**config.mk**
```make
export PLATFORM = sky130hd
export DESIGN_NAME = mmio_uart_tx
export DESIGN_NICKNAME = d
export VERILOG_FILES = /design/src/rtl/mmio_uart_tx_pkg.sv /design/src/rtl/sync_fifo.sv /design/src/rtl/mmio_uart_tx.sv
export SDC_FILE = /design/constraint.sdc
export NUM_CORES = 1
export LEC_CHECK = 0
export BUFFER_PORTS_ARGS = -buffer_cell sky130_fd_sc_hd__buf_2
export CAP_MARGIN = 20
export CELL_PAD_IN_SITES_DETAIL_PLACEMENT = 1
export CELL_PAD_IN_SITES_GLOBAL_PLACEMENT = 1
export CORE_ASPECT_RATIO = 0.7
export CORE_MARGIN = 1
export CORE_UTILIZATION = 51
export DETAILED_ROUTE_END_ITERATION = 10
export PLACE_DENSITY_LB_ADDON = 0.05
export SYNTH_ARGS = -nofsm -noshare
export SYNTH_HDL_FRONTEND = slang
export SYNTH_SLANG_ARGS = --single-unit
export TNS_END_PERCENT = 100
```
**constraint.sdc**
```tcl
create_clock -name clk_i -period 5.9 [get_ports clk_i]
set_input_delay 0.59 -clock clk_i [delete_from_list [all_inputs] [get_ports clk_i]]
set_output_delay 0.59 -clock clk_i [all_outputs]
set_load 0.02 [all_outputs]
```
**src/rtl/mmio_uart_tx_pkg.sv**
```systemverilog
// Register offsets and transmitter state encoding shared by the UART TX block and its users.
package pkg_parameters;
    localparam logic [3:0] UART_TXDATA_OFS = 4'h0;
    localparam logic [3:0] UART_STATUS_OFS = 4'h4;
    localparam logic [3:0] UART_CTRL_OFS   = 4'h8;

    typedef enum logic [1:0] {
        ST_IDLE,
        ST_START,
        ST_DATA,
        ST_STOP
    } uart_tx_state_t;
endpackage

```
**src/rtl/sync_fifo.sv**
```systemverilog
// Synchronous FIFO, head entry presented combinationally on dout.
// Latency: a pushed entry is visible on dout the cycle after the push.
// Backpressure: push on full is dropped unless a pop happens in the same cycle.
module sync_fifo #(
    parameter int WIDTH = 8,
    parameter int DEPTH = 8
) (
    input  logic                   clk_i,
    input  logic                   rst_i,
    input  logic                   push,
    input  logic                   pop,
    input  logic [WIDTH-1:0]       din,
    output logic [WIDTH-1:0]       dout,
    output logic                   full,
    output logic                   empty,
    output logic [$clog2(DEPTH):0] count
);
    localparam int AW = $clog2(DEPTH);

    logic [WIDTH-1:0] mem [DEPTH];
    logic [AW-1:0]    wr_ptr;
    logic [AW-1:0]    rd_ptr;
    logic             do_push;
    logic             do_pop;

    assign full    = (count == (AW+1)'(DEPTH));
    assign empty   = (count == '0);
    assign dout    = mem[rd_ptr];
    assign do_pop  = pop && !empty;
    // When full, the slot being written is the one the pop frees this cycle.
    assign do_push = push && (!full || do_pop);

    always_ff @(posedge clk_i or negedge rst_i) begin
        if (!rst_i) begin
            wr_ptr <= '0;
            rd_ptr <= '0;
            count  <= '0;
        end else begin
            if (do_push) wr_ptr <= wr_ptr + 1'b1;
            if (do_pop)  rd_ptr <= rd_ptr + 1'b1;
            if (do_push && !do_pop)
                count <= count + 1'b1;
            else if (do_pop && !do_push)
                count <= count - 1'b1;
        end
    end

    always_ff @(posedge clk_i) begin
        if (do_push) mem[wr_ptr] <= din;
    end
endmodule

```
**src/rtl/mmio_uart_tx.sv**
```systemverilog
// Memory-mapped 8N1 UART transmitter with a byte FIFO and level interrupt.
// Latency: bus ack one cycle after request; TXDATA write into idle block drives start bit two cycles later.
// Backpressure: none on the bus (zero wait states); writes to a full FIFO are dropped and flagged in overflow.
module mmio_uart_tx
    import pkg_parameters::*;
#(
    parameter int BAUD_DIV   = 868,
    parameter int FIFO_DEPTH = 8
) (
    input  logic        clk_i,
    input  logic        rst_i,
    input  logic        req_i,
    input  logic        we_i,
    input  logic [3:0]  addr_i,
    input  logic [31:0] wdata_i,
    output logic [31:0] rdata_o,
    output logic        ack_o,
    output logic        tx_o,
    output logic        irq_o
);
    localparam int          CW          = $clog2(FIFO_DEPTH) + 1;
    localparam logic [15:0] BAUD_RELOAD = 16'(BAUD_DIV - 1);

    uart_tx_state_t state;
    logic [15:0]    baud_cnt;
    logic [2:0]     bit_idx;
    logic [7:0]     shreg;
    logic           tx_en;
    logic           irq_en;
    logic           overflow;
    logic           fifo_full;
    logic           fifo_empty;
    logic           fifo_push;
    logic           fifo_pop;
    logic [7:0]     fifo_dout;
    logic [CW-1:0]  fifo_count;
    logic [3:0]     reg_ofs;
    logic           busy;
    logic           bit_end;
    logic           wr_txdata;
    logic           wr_status;
    logic           wr_ctrl;
    logic [31:0]    rd_mux;
    logic           unused_bits;

    assign reg_ofs   = {addr_i[3:2], 2'b00};
    assign wr_txdata = req_i && we_i && (reg_ofs == UART_TXDATA_OFS);
    assign wr_status = req_i && we_i && (reg_ofs == UART_STATUS_OFS);
    assign wr_ctrl   = req_i && we_i && (reg_ofs == UART_CTRL_OFS);
    assign busy      = (state != ST_IDLE);
    assign bit_end   = (baud_cnt == 16'd0);
    // A new byte is taken either from idle or straight out of a finishing stop bit.
    assign fifo_pop  = tx_en && !fifo_empty &&
                       ((state == ST_IDLE) || ((state == ST_STOP) && bit_end));
    assign fifo_push = wr_txdata;
    assign unused_bits = ^{wdata_i[31:8], addr_i[1:0]};

    sync_fifo #(
        .WIDTH (8),
        .DEPTH (FIFO_DEPTH)
    ) u_fifo (
        .clk_i (clk_i),
        .rst_i (rst_i),
        .push  (fifo_push),
        .pop   (fifo_pop),
        .din   (wdata_i[7:0]),
        .dout  (fifo_dout),
        .full  (fifo_full),
        .empty (fifo_empty),
        .count (fifo_count)
    );

    always_comb begin
        rd_mux = '0;
        case (reg_ofs)
            UART_STATUS_OFS: rd_mux = {24'd0, 4'(fifo_count), overflow, busy, fifo_empty, fifo_full};
            UART_CTRL_OFS:   rd_mux = {30'd0, irq_en, tx_en};
            default:         rd_mux = '0;
        endcase
    end

    always_ff @(posedge clk_i or negedge rst_i) begin
        if (!rst_i) begin
            ack_o    <= 1'b0;
            rdata_o  <= '0;
            tx_en    <= 1'b0;
            irq_en   <= 1'b0;
            overflow <= 1'b0;
            irq_o    <= 1'b0;
        end else begin
            ack_o   <= req_i;
            rdata_o <= (req_i && !we_i) ? rd_mux : '0;
            if (wr_ctrl) begin
                tx_en  <= wdata_i[0];
                irq_en <= wdata_i[1];
            end
            if (wr_txdata && fifo_full && !fifo_pop)
                overflow <= 1'b1;
            else if (wr_status && wdata_i[3])
                overflow <= 1'b0;
            irq_o <= irq_en && fifo_empty && !busy;
        end
    end

    always_ff @(posedge clk_i or negedge rst_i) begin
        if (!rst_i) begin
            state    <= ST_IDLE;
            baud_cnt <= '0;
            bit_idx  <= '0;
            shreg    <= '0;
            tx_o     <= 1'b1;
        end else begin
            case (state)
                ST_IDLE: begin
                    if (fifo_pop) begin
                        state    <= ST_START;
                        baud_cnt <= BAUD_RELOAD;
                        shreg    <= fifo_dout;
                        tx_o     <= 1'b0;
                    end
                end
                ST_START: begin
                    if (bit_end) begin
                        state    <= ST_DATA;
                        baud_cnt <= BAUD_RELOAD;
                        bit_idx  <= '0;
                        tx_o     <= shreg[0];
                    end else begin
                        baud_cnt <= baud_cnt - 1'b1;
                    end
                end
                ST_DATA: begin
                    if (bit_end) begin
                        baud_cnt <= BAUD_RELOAD;
                        if (bit_idx == 3'd7) begin
                            state <= ST_STOP;
                            tx_o  <= 1'b1;
                        end else begin
                            bit_idx <= bit_idx + 1'b1;
                            shreg   <= {1'b0, shreg[7:1]};
                            tx_o    <= shreg[1];
                        end
                    end else begin
                        baud_cnt <= baud_cnt - 1'b1;
                    end
                end
                ST_STOP: begin
                    if (bit_end) begin
                        if (fifo_pop) begin
                            state    <= ST_START;
                            baud_cnt <= BAUD_RELOAD;
                            shreg    <= fifo_dout;
                            tx_o     <= 1'b0;
                        end else begin
                            state <= ST_IDLE;
                        end
                    end else begin
                        baud_cnt <= baud_cnt - 1'b1;
                    end
                end
                default: state <= ST_IDLE;
            endcase
        end
    end
endmodule

```
==> results.md <==
- The flow ran to the end, and the final reports show no timing, DRC or antenna violations.
- The synthesized netlist devotes 8.443% of its cell area to compound gates.
- The share of synthesized cell area in full adder, half adder and majority cells is 4.222%.
- At the end of the flow the core is filled with cells to 60.86%.
- After global routing the overflow that remains totals 0.
- The first-pass detailed-route iteration total is 5.
- The top flip-flop cell by instance count after synthesis is edfxtp_1.
- The total power per unit cell area is 536.8 nW/µm².
- Dividing the synthesized area by the synthesized cell count gives 13.89 µm².
- The synthesized design devotes to its leading area cell type 34.86% of total area.
- At the pin with the least slew margin, the transition time is 0.9039 ns.
- The first global-routing pass estimated 19240 µm of wire.
- The number of global-route vias before repair was 3432.
- Internal power comes to 0.002228 W.
- The number of I/O port buffers is 24.
- The length in cells of the worst reg-to-reg path is 15.
- The detailed router finished its first iteration with 225 violations.
- The leading area contributor after synthesis is edfxtp_1.
- The number of maximum-capacitance violations is 0.
- The total power consumption of the routed design is 0.003409 W.
- The multiplexer area fraction after synthesis is 11.33%.
- The share of the synthesized netlist area taken by xor and xnor gates is 1.430%.
- After synthesis, flip-flops and latches occupy 58.94% of the total area.
- Measured along the y axis, the die boundary spans 88.99 µm.
- The total count of hold-check failures in the final report was 0.
- The die extent in x is 126.3 µm.
- The filler cell count is 1033.
- The category of the critical setup timing path is reg -> reg.
- The worst path in the final design needs a cycle of 3.808 ns, including I/O delays and setup.
- 75 I/O pins were placed.
- The maximum number of pins on one net before global-route repair is 54.
- The initial antenna violation count was 0.
- The multi-input combinational cells in the finished layout cover a total of 2069 µm².
- Counting the buffers created by CTS gives 17.
- The tightest min-delay check is of the in -> async type.
- The number of inserted diodes is 0.
- The sum of routed wire length over all layers is 12070 µm.
- Of the cells placed in the final design, the portion with a size suffix greater than 1 is 24.89%.
- In this run the deepest clock path goes through 2 buffers.
- The largest family of logic cells by synthesized area is multiplexers.
- The net switching power figure is 0.001181 W.
- Prior to clock tree synthesis, the placed netlist has a worst setup slack of 2.194 ns.
- For this configuration, the core starts out at a cell density of 52.84%.
- The share of total power dissipated in the clock network is 32.8%.
- In this run, post-CTS repair resized a total of 0 instances.
- Dividing the detail-routed wire length by the instance count gives 20.89 µm.
- The endpoint arrival time on the critical path is 4.10 ns.
- Across the VDD grid, the largest voltage drop is 231.4 µV.
- Setup repair after global routing left no endpoint under its margin.
- Of the available clock period, the critical path in the final layout requires 64.55%.
- Data on the critical path is required at its endpoint by 6.19 ns.
- The clock arrives with 0.008837 ns of skew.
- The total count of max-transition violations in the final report is 0.
- The proportion of register bits with asynchronous set or reset after synthesis is 45.30%.
- The setup slack of the critical path after layout is 2.092 ns.
- The warning count from the yosys run is 0.
- The area of the core is 10430 µm².
- The gate count after technology mapping is 397.
- The HPWL after detailed placement is 7822 µm.
- Routability-driven placement finished with a final weighted congestion of 0.7715.
- The floorplan has 31 rows.
- The number of vias per cell after detailed routing is 5.758.
- The remaining antenna violation count after routing is 0.
- The static leakage is 2.554 nW.
- In this run, the combinational gates consume 31.5% of the power.
- For this run, the post-layout net count is 491.
- After synthesis the netlist holds a flip-flop and latch count of 117.
- The storage element area is 3249 µm².
- The highest clock rate is 0.2626 GHz.
- The number of setup violations in the final report is 0.
- Net switching is 34.65% of the power.
- Post-CTS timing repair inserted 0 buffers for setup.
- TritonCTS built the clock tree.
- The kind of launch point of the worst setup path is a flop.
- In the layout the commonest cells are edfxtp_1 (64), dfrtp_1 (52), conb_1 (24), buf_2 (24), nand2_1 (21).
- The total of hold buffers inserted after clock tree synthesis is 0.
- The synthesized design contains 64 enable-type register cells.
- The clock latency on the worst-skew pair is 0.41 ns.
- The post-synthesis cell area is 5513 µm².
- The sort of element at the end of the critical path is a flop.
- The root buffer cell chosen for the clock tree is clkbuf_16.
- The endpoint identified for the worst register-to-register timing path is u_fifo.count[3]$_DFFE_PN0P_.
- The H-tree was split into 4 levels.
- Compared with the post-synthesis result, the final layout area differs by 15.18%.
- The die covers 11240 µm².
- The simple-gate area share of the yosys netlist is 10.39%.
- The critical-path maximum fanout is 7.
- The number of remaining DRC errors is 0.
- By area the synthesized netlist is led by edfxtp_1 (35%), dfrtp_1 (24%), mux4_2 (6.5%).
- The final-layout setup total negative slack is 0 ns.
- Clock-pin slew was measured on the worst setup and hold paths at 0.06 ns.
- The worst slew margin relative to its limit is 39.52%.
- The library cell used most frequently in the layout, excluding fill and tap cells, is edfxtp_1.
- The setup slack of the most critical reg-to-reg path is 2.09 ns.
- The total number of clock tree sinks is 117.
- The total track usage is 23.58%.
- The reg-to-reg startpoint is baud_cnt[0]$_DFF_PN0_.
- Sequential cells burn 35.7% of the power.
- Synthesis instantiated 64 different standard cells from the library.
- The routed layout has 3328 vias.
## metal layers
metal	vias up	global-route usage [%]	wire length [µm]
met3	7	5.625	429
met1	1716	33.08	5770
met4	0	7.448	61
met2	73	36.92	5812
li1	1532	-	-
met5	-	0	0
## cells in the mapped netlist, drive strengths merged (2+ instances only)
| cell | count |
|---|---|
| nor4b | 3 |
| inv | 12 |
| nor4 | 6 |
| nor2 | 17 |
| dfrtp | 52 |
| mux2 | 14 |
| nor2b | 2 |
| nand4 | 2 |
| ha | 17 |
| o22ai | 2 |
| o32ai | 2 |
| o221a | 3 |
| a22o | 7 |
| o22a | 3 |
| nand2b | 2 |
| nand2 | 21 |
| or4 | 3 |
| a32o | 2 |
| nor3b | 2 |
| a21o | 4 |
| o21ai | 22 |
| or3 | 6 |
| and3 | 2 |
| a22oi | 2 |
| and2 | 5 |
| mux4 | 16 |
| clkbuf | 7 |
| edfxtp | 64 |
| a21oi | 10 |
| mux2i | 8 |
| and4 | 2 |
| nand3b | 3 |
| nand3 | 4 |
| nor3 | 16 |
| buf | 30 |
| xnor2 | 8 |
## critical path, cell delays in order, from the launching register on
cell and delay [ns]:
dfrtp_1 0.43, inv_1 0.08, ha_1 0.24, nor4b_2 0.48, a41oi_1 0.35, o21ai_0 0.44
nand2_1 0.29, inv_1 0.13, ha_1 0.19, inv_1 0.09, ha_1 0.27, a21o_1 0.18
a21oi_1 0.18, xnor2_1 0.14, nor2_1 0.07, xor2_1 0.14
## area by class of cell
cell class	instances	share of cell area [%]
clock buffer	17	6.700
clock inverter	15	3.389
inverter	12	0.7094
multi-input combinational	254	32.59
sequential	117	51.17
tap	132	2.601
timing repair buffer	31	2.837
## stage by stage
stage | hold WS (ns) | std cells | area [µm²]
global route | 0.3533 | 578 | 6350
detailed placement | 0.4970 | 545 | 5694
floorplan | 0.2944 | 420 | 5599
CTS | 0.3483 | 577 | 6335
global placement | 0.4743 | 545 | 5694
finish | 0.3149 | 578 | 6350
## cells by family after synthesis
kind of cell | count (synthesis)
compound gates | 66
xor+xnor | 9
fa+ha+maj | 18
buf+inv | 49
flops | 117
mux | 38
other cells | 1
simple gates | 99
## sequential cells by signal, indices dropped and copies added (netlist names)
name           count
u_fifo.mem        64
baud_cnt          16
rdata_o            8
shreg              8
u_fifo.count       4
bit_idx            3
u_fifo.rd_ptr      3
u_fifo.wr_ptr      3
state              2
ack_o              1
irq_en             1
irq_o              1
overflow           1
tx_en              1
tx_o               1
## worst max-delay path by stage
stage                                from                           to  slack (ns)  cells past startpoint
global route        baud_cnt[0]$_DFF_PN0_  u_fifo.count[3]$_DFFE_PN0P_        1.84                     15
floorplan           baud_cnt[0]$_DFF_PN0_  u_fifo.count[3]$_DFFE_PN0P_        2.89                     15
detailed placement  baud_cnt[0]$_DFF_PN0_  u_fifo.count[3]$_DFFE_PN0P_        2.19                     15
CTS                 baud_cnt[0]$_DFF_PN0_  u_fifo.count[3]$_DFFE_PN0P_        2.11                     15
global placement    baud_cnt[0]$_DFF_PN0_  u_fifo.count[3]$_DFFE_PN0P_        2.36                     15
finish              baud_cnt[0]$_DFF_PN0_  u_fifo.count[3]$_DFFE_PN0P_        2.09                     15
## power groups by stage
stage | clock network, W | registers [W] | logic [W]
floorplan | 0 | 0.00113 | 0.000887
global placement | 0 | 0.00123 | 0.000988
detailed placement | 0 | 0.00124 | 0.00104
CTS | 0.00113 | 0.00124 | 0.00105
global route | 0.00117 | 0.00125 | 0.00119
finish | 0.00112 | 0.00122 | 0.00107
Power figures use the tool's default switching activity.
